`config.mk`:
```
export PLATFORM = sky130hd
export DESIGN_NAME = kmer_window_gen
export DESIGN_NICKNAME = d
export VERILOG_FILES = /design/src/rtl/kmer_window_gen.sv
export SDC_FILE = /design/constraint.sdc
export NUM_CORES = 1
export LEC_CHECK = 0
export CORE_MARGIN = 2
export CORE_UTILIZATION = 31
export CTS_CLUSTER_SIZE = 20
export DETAILED_ROUTE_END_ITERATION = 12
export PLACE_DENSITY_LB_ADDON = 0.2
export SYNTH_ARGS = -nofsm -noshare
export SYNTH_HDL_FRONTEND = slang
export SYNTH_SLANG_ARGS = --single-unit
```
`constraint.sdc`:
```
create_clock -name clk -period 6.55 [get_ports clk]
set_clock_uncertainty 0.1 [all_clocks]
set_input_delay 1.31 -clock clk [delete_from_list [all_inputs] [get_ports clk]]
set_output_delay 1.31 -clock clk [all_outputs]
set_load 0.02 [all_outputs]
```
`src/rtl/kmer_window_gen.sv`:
```
// Serial base-quality to sliding k-mer window generator; feeds the low-quality-base scorer.
// One window per accepted base once k bases are in, then a one-cycle done per read.
module kmer_window_gen #(
    parameter int MAX_KMER_BIT_WIDTH = 6,
    parameter int MAX_KMER_WIDTH     = 1 << MAX_KMER_BIT_WIDTH,
    parameter int READ_LEN_BITS      = 10
) (
    input  logic                            clk,
    input  logic                            rst,
    input  logic                            start,
    input  logic [READ_LEN_BITS-1:0]        read_length,
    input  logic [MAX_KMER_BIT_WIDTH-1:0]   kmer_length_in,
    input  logic                            base_q_valid,
    input  logic [1:0]                      base_q,
    output logic                            base_q_ready,
    output logic                            valid,
    output logic                            done,
    output logic [MAX_KMER_BIT_WIDTH-1:0]   kmer_length,
    output logic [2*MAX_KMER_WIDTH-1:0]     quality,
    output logic [READ_LEN_BITS-1:0]        kmer_index,
    output logic                            busy,
    output logic                            cfg_error
);
    localparam int QW = 2 * MAX_KMER_WIDTH;
    localparam int SW = $clog2(QW);

    typedef enum logic [1:0] {IDLE, FILL, STREAM, FLUSH} state_t;

    state_t                        state, state_next;
    logic [READ_LEN_BITS-1:0]      len_reg;
    logic [READ_LEN_BITS-1:0]      count;
    logic [READ_LEN_BITS-1:0]      count_inc;
    logic [READ_LEN_BITS-1:0]      k_len;
    logic [READ_LEN_BITS-1:0]      k_in_len;
    logic [MAX_KMER_BIT_WIDTH-1:0] k_reg;
    logic [QW-1:0]                 win;
    logic [QW-1:0]                 win_next;
    logic [SW-1:0]                 shamt;
    logic                          accept;
    logic                          cfg_bad;

    always_comb begin
        k_in_len  = READ_LEN_BITS'(kmer_length_in);
        k_len     = READ_LEN_BITS'(k_reg);
        cfg_bad   = (kmer_length_in == '0) || (k_in_len > read_length) || (read_length == '0);
        count_inc = count + READ_LEN_BITS'(1);
        base_q_ready = (state == FILL) || (state == STREAM);
        accept    = base_q_valid && base_q_ready;
        // newest base lands at slot k-1; right shift keeps everything above 2k-1 clear
        shamt     = SW'(k_reg - 1'b1) << 1;
        win_next  = (win >> 2) | (QW'(base_q) << shamt);
        quality     = win;
        kmer_length = k_reg;
        busy        = (state != IDLE) || done;
    end

    always_ff @(posedge clk or posedge rst) begin
        if (rst) state <= IDLE;
        else     state <= state_next;
    end

    always_comb begin
        state_next = state;
        case (state)
            IDLE:   if (start && !cfg_bad) state_next = FILL;
            FILL:   if (accept) begin
                        if (count_inc == len_reg)    state_next = FLUSH;
                        else if (count_inc == k_len) state_next = STREAM;
                    end
            STREAM: if (accept && count_inc == len_reg) state_next = FLUSH;
            FLUSH:  state_next = IDLE;
            default: state_next = IDLE;
        endcase
    end

    always_ff @(posedge clk or posedge rst) begin
        if (rst) begin
            k_reg      <= '0;
            len_reg    <= '0;
            count      <= '0;
            win        <= '0;
            valid      <= 1'b0;
            done       <= 1'b0;
            cfg_error  <= 1'b0;
            kmer_index <= '0;
        end else begin
            valid     <= 1'b0;
            done      <= 1'b0;
            cfg_error <= 1'b0;
            if (state == IDLE && start) begin
                k_reg      <= kmer_length_in;
                len_reg    <= read_length;
                count      <= '0;
                win        <= '0;
                kmer_index <= '0;
                if (cfg_bad) begin
                    done      <= 1'b1;
                    cfg_error <= 1'b1;
                end
            end
            if (accept) begin
                win   <= win_next;
                count <= count_inc;
                if (count_inc >= k_len) begin
                    valid      <= 1'b1;
                    kmer_index <= count_inc - k_len;
                end
            end
            if (state == FLUSH) done <= 1'b1;
        end
    end
endmodule
```
Word level (Yosys, flattened, before mapping)
Index checks and enable logic that the tools add are counted.
{"block": "word_totals", "input_bits": 22, "regBits": 169, "elab_cells": 58}
{"block": "classes", "addsub": 3, "eq_ne": 9, "shift": 1, "bitwise_logic": 1, "n_lt_le_gt_ge": 2, "mux": 18, "n_reduce_logical": 15}
{"op": "$mux 128", "n": 2}
{"op": "$or 126x128->128", "n": 1}
{"op": "$shl 2x7->128", "n": 1}
{"op": "$mux 10", "n": 5}
{"op": "$add 10x1->10 const B", "n": 1}
{"op": "$eq 10x10->1", "n": 1}
{"op": "$eq 10x6->1", "n": 1}
{"op": "$ge 10x6->1", "n": 1}
{"op": "$gt 6x10->1", "n": 1}
{"op": "$logic_not 10->1", "n": 1}
{"op": "$mux 2", "n": 5}
{"op": "$sub 10x6->10", "n": 1}
{"op": "$pmux 2 s4", "n": 1}
{"op": "$logic_not 6->1", "n": 1}
{"op": "$sub 6x1->6 const B", "n": 1}
{"op": "$mux 1", "n": 5}
{"op": "$eq 2x2->1 const B", "n": 2}
{"op": "$logic_and 1x1->1", "n": 4}
{"op": "$logic_or 1x1->1", "n": 4}
{"op": "$ne 2x2->1 const B", "n": 2}
{"op": "$reduce_and 4->1", "n": 1}
{"op": "$reduce_bool 2->1", "n": 2}
{"op": "$ne 3x1->1 const B", "n": 1}
{"op": "$eq 2x1->1 const B", "n": 1}
{"op": "3 further kinds", "n": 3}

Depth between registers and ports, before layout
Gate-level depths: netlist of the first run.
{"block": "logic_depth", "word_depth": 7, "depth_mapped": 13, "mapped_depth_nobuf": 10}

Worst setup path before layout of the first run
No wires, ideal clock.
{"block": "synth_timing", "kind": "input port to flip-flop", "start": "input read_length[3]", "end": "register state[0]", "path_buffers": 0, "stages": 9, "arrival_time_ns": 2.830, "setup_slack_ns": 3.494, "cell_sequence": "inv_1 -> ha_1 -> a21o_1 -> a211oi_1 -> o21ai_0 -> a31oi_1 -> a21bo_2 -> nand3b_1 -> o32a_1"}
{"block": "synth_between", "elab_chain_len": 7, "elab_cells_between_ends": 8, "cone_classes": "order compare (1); eq/ne (1); reduce/logical (6)"}
{"element": "from (decl)", "line_no": "11", "source": "input logic [READ_LEN_BITS-1:0] read_length,"}
{"element": "$gt 6x10->1", "line_no": "45", "source": "cfg_bad = (kmer_length_in == '0) || (k_in_len > read_length) || (read_length == '0);"}
{"element": "$logic_or 1x1->1", "line_no": "45"}
{"element": "$logic_or 1x1->1 *", "line_no": "45"}
{"element": "$logic_not 1->1 *", "line_no": "65", "source": "IDLE: if (start && !cfg_bad) state_next = FILL;"}
{"element": "$logic_and 1x1->1 *", "line_no": "65"}
{"element": "$ne 2x2->1 (no line) *"}
{"element": "$reduce_and 4->1 (no line) *"}
{"element": "to (signal assigned)", "line_no": "59", "source": "else state <= state_next;"}
{"element": "to (decl)", "line_no": "29", "source": "state_t state, state_next;"}
Every way passes the cells marked *; elsewhere a longest branch is shown, timed or not.
A chain may end at the register's enable or synchronous reset.

Worst setup path in the final report of the first run
{"block": "layout_timing", "start": "register state[0]", "end": "output base_q_ready"}
{"block": "layout_between", "elab_chain_len": 2, "elab_cells_between_ends": 3, "cone_classes": "eq/ne (2); reduce/logical (1)"}
{"element": "$eq 2x1->1 / $eq 2x2->1 (equally long branches)", "line_no": "47", "source": "base_q_ready = (state == FILL) || (state == STREAM);"}
{"element": "$logic_or 1x1->1 *", "line_no": "47"}
{"element": "to (decl)", "line_no": "15", "source": "output logic base_q_ready,"}
Marked as above.

==> out/metrics.cfg, run 1 <==
[outcome]
status = finished, final reports clean

[synthesis]
synth-compound-area-share = 0.214
syn_inst = 895
synthXorXnorAreaFrac = 0.0363
synth_top_family_by_area = compound AO/OA/AOI/OAI gates
synthFlopType = dfrtp_1
synth_fa_ha_area_frac = 0.0306
synth-simple-area-share = 0.152
syn_nets = 937
syn-cell-area_sq_mm = 0.00841
synthArstFlopShare = 1.00
yosys_warnings = 0
synthMuxAreaShare = 0.0193
synth-edff-count = 0
synth-seq-cells = 169
ys_seq_area_frac = 0.503
synth_cell_types = 73
syn_area_per_cell_sq_um = 9.40

[pwr]
pwr_density_cell_mw_per_mm2 = 541
power.internal_mw = 3.14
power_frac_clock = 0.172
ir_worst_vdd_v = 0.000213
p_sw_frac = 0.471
p_switching_mw = 2.79
p_leak_nw = 4.47
pwr-share-comb = 0.511
seq_power_share = 0.317

[drt]
vias = 7281
drt-vias-per-instance = 5.25
dr.pass1.iters = 5
antenna_left = 0
routed_wl_mm = 27.1
drc = 0
drt-initial-drc-count = 645
wl_per_cell_um = 19.5

[global_route]
grt_max_degree = 97
grt_pass1_vias = 7150
grt_pass1_wl_mm = 42.3
grt_util_all_layers = 0.192
grt-ovfl-total = 0
grt_antenna_before_repair = 0

[worst_setup_path]
worstPathMaxFanout = 5
cp.arrival_ns = 2.03
critPathKind = flop to primary output
rr_worst_depth = 9
start_kind = flop
crit_path_end_kind = primary output
crit_required_ns = 5.14

[clock_tree]
cts_buffers = 17
post-cts-setup-buffers = 0
path_clk_slew_ns = 0.08
cts_resized = 0
clockBufferDepth = 2
cts_hold_buf = 0
cts_tree = done
clock_latency_ns = 0.44
htreeDepth = 4
cts.sinks = 169
root_buffer = clkbuf_16

[die]
core_sq_mm = 0.0268
row_count = 60
die_area_sq_mm = 0.0285
fp.dieH_um = 169
pin_count = 171
start_util = 0.314
die_w_um = 169

[finish]
drive_gt1_frac = 0.0850
largest_reg_flops = 128
syn2layout_area_growth_pct = 30.2
layout.nets = 1076
final_cells = 1388
n_antenna_cell = 0

[place]
place_inst = 1356
dpl.hpwl_mm = 18.2
port_buffers = 170
place.gp.congestion = 0.811

[sta]
fin_crit_ns = 3.44
clock.fmax_mhz = 291
finalSetupViolations = 0
hold_viol = 0
whs_ns = 0.392
slew_headroom = 0.248
worst_pin_slew_ns = 1.13
fin_setup_tns_ns = 0
rsz0062_at_grt = no
fin_crit_sh = 0.525
slew_viol_final = 0

[hold_path]
hold_path_class = flop to flop
hold_depth = 2

[flow_run]
maxCapViolCount = 0

==> layout make-up <==
type | count | area, sq um
timing repair buffer | 178 | 1760
tap | 341 | 427
sequential | 169 | 4230
clock buffer | 18 | 439
fill | 2636 | 15800
multi-input combinational | 638 | 3820
inverter | 30 | 118
clock inverter | 14 | 159
==> layout by cell type (no fill, tap or decap), types with 10 or more instances in the layout <==
| cell type | instances |
|---|---|
| clkdlybuf4s50_1 | 170 |
| dfrtp_1 | 169 |
| o21ai_0 | 149 |
| nand2_1 | 143 |
| a21oi_1 | 117 |
| inv_1 | 28 |
| nor2_1 | 27 |
| ha_1 | 19 |
| a22oi_1 | 18 |
| clkbuf_16 | 17 |
| xnor2_1 | 13 |
| mux2_2 | 10 |
==> cell usage after synthesis, drive strengths merged (8+ instances only) <==
master,instances,area [sq um]
mux2,10,113
clkbuf,44,166
nand2,144,541
nand3,10,67.6
ha,19,238
a21oi,120,608
a22oi,18,135
dfrtp,169,4230
nand2b,9,63.8
nor2,39,201
o21ai,150,751
inv,29,109
and3,8,51.3
nor4,9,83.8
xnor2,15,158
buf,14,101
xor2,9,78.8
==> layer usage <==
metal / global-route usage / up-vias / routed length (um)
li1: - / 3418 / -
met1: 0.278 / 3637 / 13000
met2: 0.300 / 203 / 12600
met3: 0.0339 / 23 / 1190
met4: 0.0491 / 0 / 323
met5: 0 / - / 0
==> cell families (layout without fill, tap and decap cells) <==
group / count (synthesis) / after routing
DFF: 169 / 169
xor gates and xnor gates: 27 / 27
muxes: 15 / 15
and+or+nand+nor: 253 / 253
buffers and inverters: 88 / 240
AOI/OAI and AO/OA: 323 / 323
adders and majority gates: 20 / 20
==> metrics by stage <==
step	util	power [mW]	setup WS [ns]	cell area (sq um)
2_1_floorplan	-	3.58	0.565	8410
3_3_place_gp	0.386	4.91	2.84	10400
3_5_place_dp	0.386	4.93	2.84	10400
4_1_cts	0.409	5.97	3.09	11000
5_1_grt	0.409	6.31	2.84	11000
6_report	0.409	5.93	3.11	11000
==> worst paths after layout <==
| check | start | to | slack, ns |
|---|---|---|---|
| worst max-delay path | state[0]$_DFFE_PP0P_ | base_q_ready | 3.11 |
| worst max register to register | count[0]$_DFFE_PP0P_ | kmer_index[2]$_DFF_PP0_ | 3.19 |
| max in group asynchronous | rst | quality[41]$_DFFE_PP0P_ | 3.71 |
| worst min-delay path | quality[0]$_DFFE_PP0P_ | quality[0]$_DFFE_PP0P_ | 0.39 |
| min in group asynchronous | rst | len_reg[3]$_DFFE_PP0P_ | 1.33 |
| worst min register to register | quality[0]$_DFFE_PP0P_ | quality[0]$_DFFE_PP0P_ | 0.39 |
==> power groups by stage <==
stage                     combinational (mW)  sequential, mW  clock [mW]
after floorplan                         1.41            2.17           0
after CTS                               3.05            1.88        1.04
after global routing                    3.29            1.94        1.08
after global placement                  3.01            1.90           0
after detailed placement                3.04            1.89           0
final                                   3.03            1.88        1.02
==> critical path: stages (launching register included) <==
cell and delay, ns:
dfrtp_1 0.43, inv_1 0.10, ha_1 0.41, clkdlybuf4s50_1 0.65
(Power assumes the default switching activity.)
==> inputs of run 2 (changes only) <==
Clock period 6.55 ns to 2.85 ns, I/O delays scaled along.
==> out/metrics.cfg, run 2 (synthesized netlist as in run 1, its figures left out) <==
[outcome]
status = finished, final reports clean

[die]
start_util = 0.314  ; unchanged
die_w_um = 169  ; unchanged
row_count = 60  ; unchanged
pin_count = 171  ; unchanged
fp.dieH_um = 169  ; unchanged
die_area_sq_mm = 0.0285  ; unchanged
core_sq_mm = 0.0268  ; unchanged

[sta]
clock.fmax_mhz = 367
fin_crit_ns = 2.72
slew_headroom = 0.408  ; +0.160
worst_pin_slew_ns = 0.884  ; -0.241 ns
finalSetupViolations = 0  ; unchanged
fin_setup_tns_ns = 0  ; unchanged
fin_crit_sh = 0.955
whs_ns = 0.387  ; -0.00523 ns
hold_viol = 0  ; unchanged
rsz0062_at_grt = no
slew_viol_final = 0  ; unchanged
setup_ws_ns = 0.127  ; -2.98 ns

[finish]
drive_gt1_frac = 0.120  ; +0.0347
largest_reg_flops = 128  ; unchanged
n_antenna_cell = 0  ; unchanged
final_area_sq_mm = 0.0113  ; +3.4%
mostFrequentLayoutCell = clkdlybuf4s50_1
layout.nets = 1115  ; +3.6%
final_cell_mix = 170 x clkdlybuf4s50_1, 168 x dfrtp_1, 148 x o21ai_0, 143 x nand2_1, 116 x a21oi_1
syn2layout_area_growth_pct = 34.6
n_fill_cell = 2568  ; -2.6%

[pwr]
p_switching_mw = 6.50  ; +130%
power_frac_clock = 0.165  ; -0.007
seq_power_share = 0.302  ; -0.015
p_sw_frac = 0.463  ; -0.00744
power.internal_mw = 7.53  ; +140%
p_leak_nw = 4.68  ; +4.8%
pwr_density_cell_mw_per_mm2 = 1240  ; +130%
ir_worst_vdd_v = 0.000477  ; +120%
pwr-share-comb = 0.533  ; +0.022

[clock_tree]
root_buffer = clkbuf_16
htreeDepth = 4  ; unchanged
clock_latency_ns = 0.44  ; about the same
cts_hold_buf = 0  ; unchanged
cts_tree = done
cts_resized = 0  ; unchanged
cts_buffers = 17  ; unchanged
path_clk_slew_ns = 0.08  ; about the same
post-cts-setup-buffers = 0  ; unchanged
cts.sinks = 169  ; unchanged
clockBufferDepth = 2  ; unchanged

[worst_setup_path]
crit_path_cell_trace = inv_1 > ha_1 > clkdlybuf4s50_1
critical-path-max-stage-delay_ns = 0.66  ; about the same
critPathKind = flop to primary output
start_kind = flop
critPathSlowestCell = clkdlybuf4s50_1
worstPathMaxFanout = 5  ; unchanged
crit_required_ns = 2.18  ; -2.96 ns
cp.arrival_ns = 2.05  ; +0.02 ns
crit_path_end_kind = primary output

[place]
port_buffers = 170  ; unchanged
dpl_cell_area_sq_mm = 0.0107  ; +3.5%
dpl.hpwl_mm = 19.2  ; +5.5%
place.gp.congestion = 0.829  ; +2.2%
pre_cts_ws_ns = -0.175  ; -3.01 ns

[drt]
antenna_left = 0  ; unchanged
routed_wl_mm = 27.1  ; about the same
wl_per_cell_um = 19.0  ; -2.8%
drc = 0  ; unchanged
dr.pass1.iters = 5  ; unchanged
drt-vias-per-instance = 5.11  ; -2.7%
drt-initial-drc-count = 605  ; -6.2%
vias = 7285  ; +0.055%

[global_route]
grt_pass1_vias = 7114  ; -0.50%
grt-ovfl-total = 0  ; unchanged
grt_pass1_wl_mm = 42.0  ; -0.77%
grt_max_degree = 86  ; -11%
grt_util_all_layers = 0.191  ; -0.00131
grt_antenna_before_repair = 0  ; unchanged

[hold_path]
hold_path_class = flop to flop

[flow_run]
maxCapViolCount = 0  ; unchanged

run 2: path summary, 6_finish.rpt:
kind	cells after the start	from	end	slack [ns]
min	2	quality[1]$_DFFE_PP0P_	quality[1]$_DFFE_PP0P_	0.39
min in group asynchronous	3	rst	quality[14]$_DFFE_PP0P_	0.53
max reg2reg	10	count[1]$_DFFE_PP0P_	kmer_index[8]$_DFF_PP0_	0.21
max	3	state[0]$_DFFE_PP0P_	base_q_ready	0.13
max in group asynchronous	3	rst	valid$_DFF_PP0_	1.70
min reg2reg	2	quality[1]$_DFFE_PP0P_	quality[1]$_DFFE_PP0P_	0.39
run 2: power groups by stage:
stage,Clock [mW],Combinational [mW],Sequential (mW)
6_report,2.31,7.48,4.24
4_1_cts,2.37,7.49,4.24
3_5_place_dp,0,7.46,4.26
3_3_place_gp,0,7.42,4.27
2_1_floorplan,0,3.23,4.99
5_1_grt,2.46,8.10,4.36
run 2: stage by stage:
stage	utilization	instances	total power, mW
finish	0.423	1427	14.0
global route	0.423	1427	14.9
CTS	0.422	1427	14.1
detailed placement	0.400	1395	11.7
global placement	0.400	1395	11.7
floorplan	-	895	8.22
run 2: per-layer routing:
layer | share of wire | vias to the layer above | GRT usage
met5 | 0 | - | 0
met4 | 0.012 | 0 | 0.0513
met3 | 0.050 | 20 | 0.0404
met2 | 0.46 | 181 | 0.296
met1 | 0.48 | 3599 | 0.271
li1 | - | 3485 | -
run 2: worst max-delay path: cells and delay by family, from the launching register on:
| kind | cells | cell delay (ns) |
|---|---|---|
| buffers and inverters | 2 | 0.77 |
| adders and majority gates | 1 | 0.42 |
| DFF | 1 | 0.44 |
run 2: cell type report:
class	count	area, sq um	area share
clock buffers	18	429	0.0379
inverters	30	116	0.0103
well taps	341	427	0.0377
repair buffers	217	2130	0.188
multi-input cells	638	3840	0.339
clock inverters	14	155	0.0137
flip-flops and latches	169	4230	0.374
==> inputs of run 3 (changes only) <==
Settings changed: CORE_MARGIN 2 to unset, PLACE_DENSITY_LB_ADDON 0.2 to 0.15.
Clock period 2.85 ns to 2.9 ns, I/O delays scaled along.
==> out/metrics.cfg, run 3 (synthesized netlist as in run 1, its figures left out) <==
[outcome]
status = finished, final reports clean

[worst_setup_path]
crit_path_end_kind = primary output
r2r_start = count[0]$_DFFE_PP0P_
crit_start = state[0]$_DFFE_PP0P_
start_kind = flop
worstPathMaxFanout = 5  ; unchanged
path_buf_inv = 2  ; unchanged
crit_required_ns = 2.22  ; +0.04 ns
critPathKind = flop to primary output
critPathSlowestCell = clkdlybuf4s50_1
critical-path-max-stage-delay_ns = 0.64  ; -0.02 ns
crit_path_cell_trace = inv_1 > ha_1 > clkdlybuf4s50_1
cp.arrival_ns = 1.99  ; -0.06 ns
cpLargestDelayFamily = buffers and inverters

[drt]
drc = 0  ; unchanged
vias = 7411  ; +1.7%
routed_wl_mm = 27.1  ; +0.16%
dr.pass1.iters = 8  ; +3
antenna_left = 0  ; unchanged
wl_per_cell_um = 19.0  ; +0.23%
drt-initial-drc-count = 595  ; -1.7%
drt-vias-per-instance = 5.20  ; +1.8%

[sta]
slew_viol_final = 0  ; unchanged
setup_ws_ns = 0.230  ; +0.102 ns
finalSetupViolations = 0  ; unchanged
worst_pin_slew_ns = 0.926  ; +0.0425 ns
clock.fmax_mhz = 374
slew_headroom = 0.382  ; -0.0256
fin_crit_ns = 2.67
fin_setup_tns_ns = 0  ; unchanged
hold_viol = 0  ; unchanged
fin_crit_sh = 0.921
rsz0062_at_grt = no

[clock_tree]
cts_hold_buf = 0  ; unchanged
cts_resized = 0  ; unchanged
root_buffer = clkbuf_16
clock_latency_ns = 0.43  ; about the same
cts_tree = done
clockBufferDepth = 2  ; unchanged
cts.sinks = 169  ; unchanged
cts_buffers = 17  ; unchanged
post-cts-setup-buffers = 0  ; unchanged
path_clk_slew_ns = 0.08  ; about the same
htreeDepth = 4  ; unchanged

[pwr]
pwr_density_cell_mw_per_mm2 = 1210  ; -2.6%
p_leak_nw = 4.74  ; +1.3%
ir_worst_vdd_v = 0.000577  ; +21%
finalPower_mw = 13.8  ; -1.8%

[place]
port_buffers = 170  ; unchanged
dpl_cell_area_sq_mm = 0.0108  ; +1.1%
dpl.hpwl_mm = 19.3  ; +0.43%
place.gp.congestion = 0.801  ; -3.4%
pre_cts_ws_ns = -0.206  ; -0.0307 ns

[global_route]
grt_pass1_vias = 7158  ; +0.62%
grt-ovfl-total = 0  ; unchanged
grt_antenna_before_repair = 0  ; unchanged
grt_pass1_wl_mm = 42.7  ; +1.7%
grt_util_all_layers = 0.199  ; +0.00767
grt_max_degree = 86  ; unchanged

[finish]
syn2layout_area_growth_pct = 35.8
final_area_sq_mm = 0.0114  ; +0.85%
drive_gt1_frac = 0.123  ; +0.00312
n_antenna_cell = 0  ; unchanged
layout.nets = 1121  ; +0.54%
mostFrequentLayoutCell = clkdlybuf4s50_1
final_cell_mix = 170 x clkdlybuf4s50_1, 169 x dfrtp_1, 149 x o21ai_0, 143 x nand2_1, 116 x a21oi_1
largest_reg_flops = 128  ; unchanged

[hold_path]
hold_path_class = flop to flop
min_from = quality[1]$_DFFE_PP0P_

[die]
pin_count = 171  ; unchanged
die_area_sq_mm = 0.0278  ; -2.4%
row_count = 59  ; -1.7%
start_util = 0.319  ; +0.00532
core_sq_mm = 0.0264  ; -1.7%
die_w_um = 167  ; -1.2%
fp.dieH_um = 167  ; -1.2%

[flow_run]
maxCapViolCount = 0  ; unchanged

run 3: cell types whose count changed in the layout (fill, tap and decap cells not counted), sizes merged:
cell,delta
clkinvlp,-2
inv,-1
clkbuf,-1
buf,+6
clkinv,+3
run 3: final cells by class:
cell class | instances | area (sq um)
clock buffer | 17 | 425
clock inverter | 14 | 155
fill | 2576 | 14900
inverter | 30 | 116
multi-input combinational | 638 | 3820
sequential | 169 | 4230
tap | 335 | 419
timing repair buffer | 223 | 2250
run 3: final timing paths:
check | endpoint | cells past startpoint | slack, ns
max in group asynchronous | kmer_index[5]$_DFF_PP0_ | 3 | 1.58
worst min-delay path | quality[1]$_DFFE_PP0P_ | 2 | 0.38
worst min register to register | quality[1]$_DFFE_PP0P_ | 2 | 0.38
worst max-delay path | base_q_ready | 3 | 0.23
worst max register to register | kmer_index[8]$_DFF_PP0_ | 12 | 0.26
min in group asynchronous | quality[1]$_DFFE_PP0P_ | 2 | 0.51
run 3: where the power goes:
part           switching, mW  internal (mW)  total [mW]
Combinational           4.38           3.04        7.42
Sequential             0.866           3.25        4.11
Clock                   1.10           1.15        2.25
Total                   6.34           7.43        13.8
run 3: per-layer routing:
layer,global-route usage,share of wire,vias up
li1,-,-,3509
met4,0.0548,0.013,0
met5,0,0,-
met2,0.299,0.45,223
met1,0.291,0.49,3657
met3,0.0359,0.050,22
run 3: tightest hold or removal path, stage by stage, from the launching register on:
cell and delay (ns):
dfrtp_1 0.35, nand2_1 0.04, o21ai_0 0.06
run 3: metrics by stage:
| stage | hold slack [ns] | instances | utilization |
|---|---|---|---|
| 2_1_floorplan | 0.361 | 895 | - |
| 3_3_place_gp | 0.376 | 1395 | 0.411 |
| 3_5_place_dp | 0.378 | 1395 | 0.411 |
| 4_1_cts | 0.396 | 1426 | 0.433 |
| 5_1_grt | 0.425 | 1426 | 0.433 |
| 6_report | 0.383 | 1426 | 0.433 |
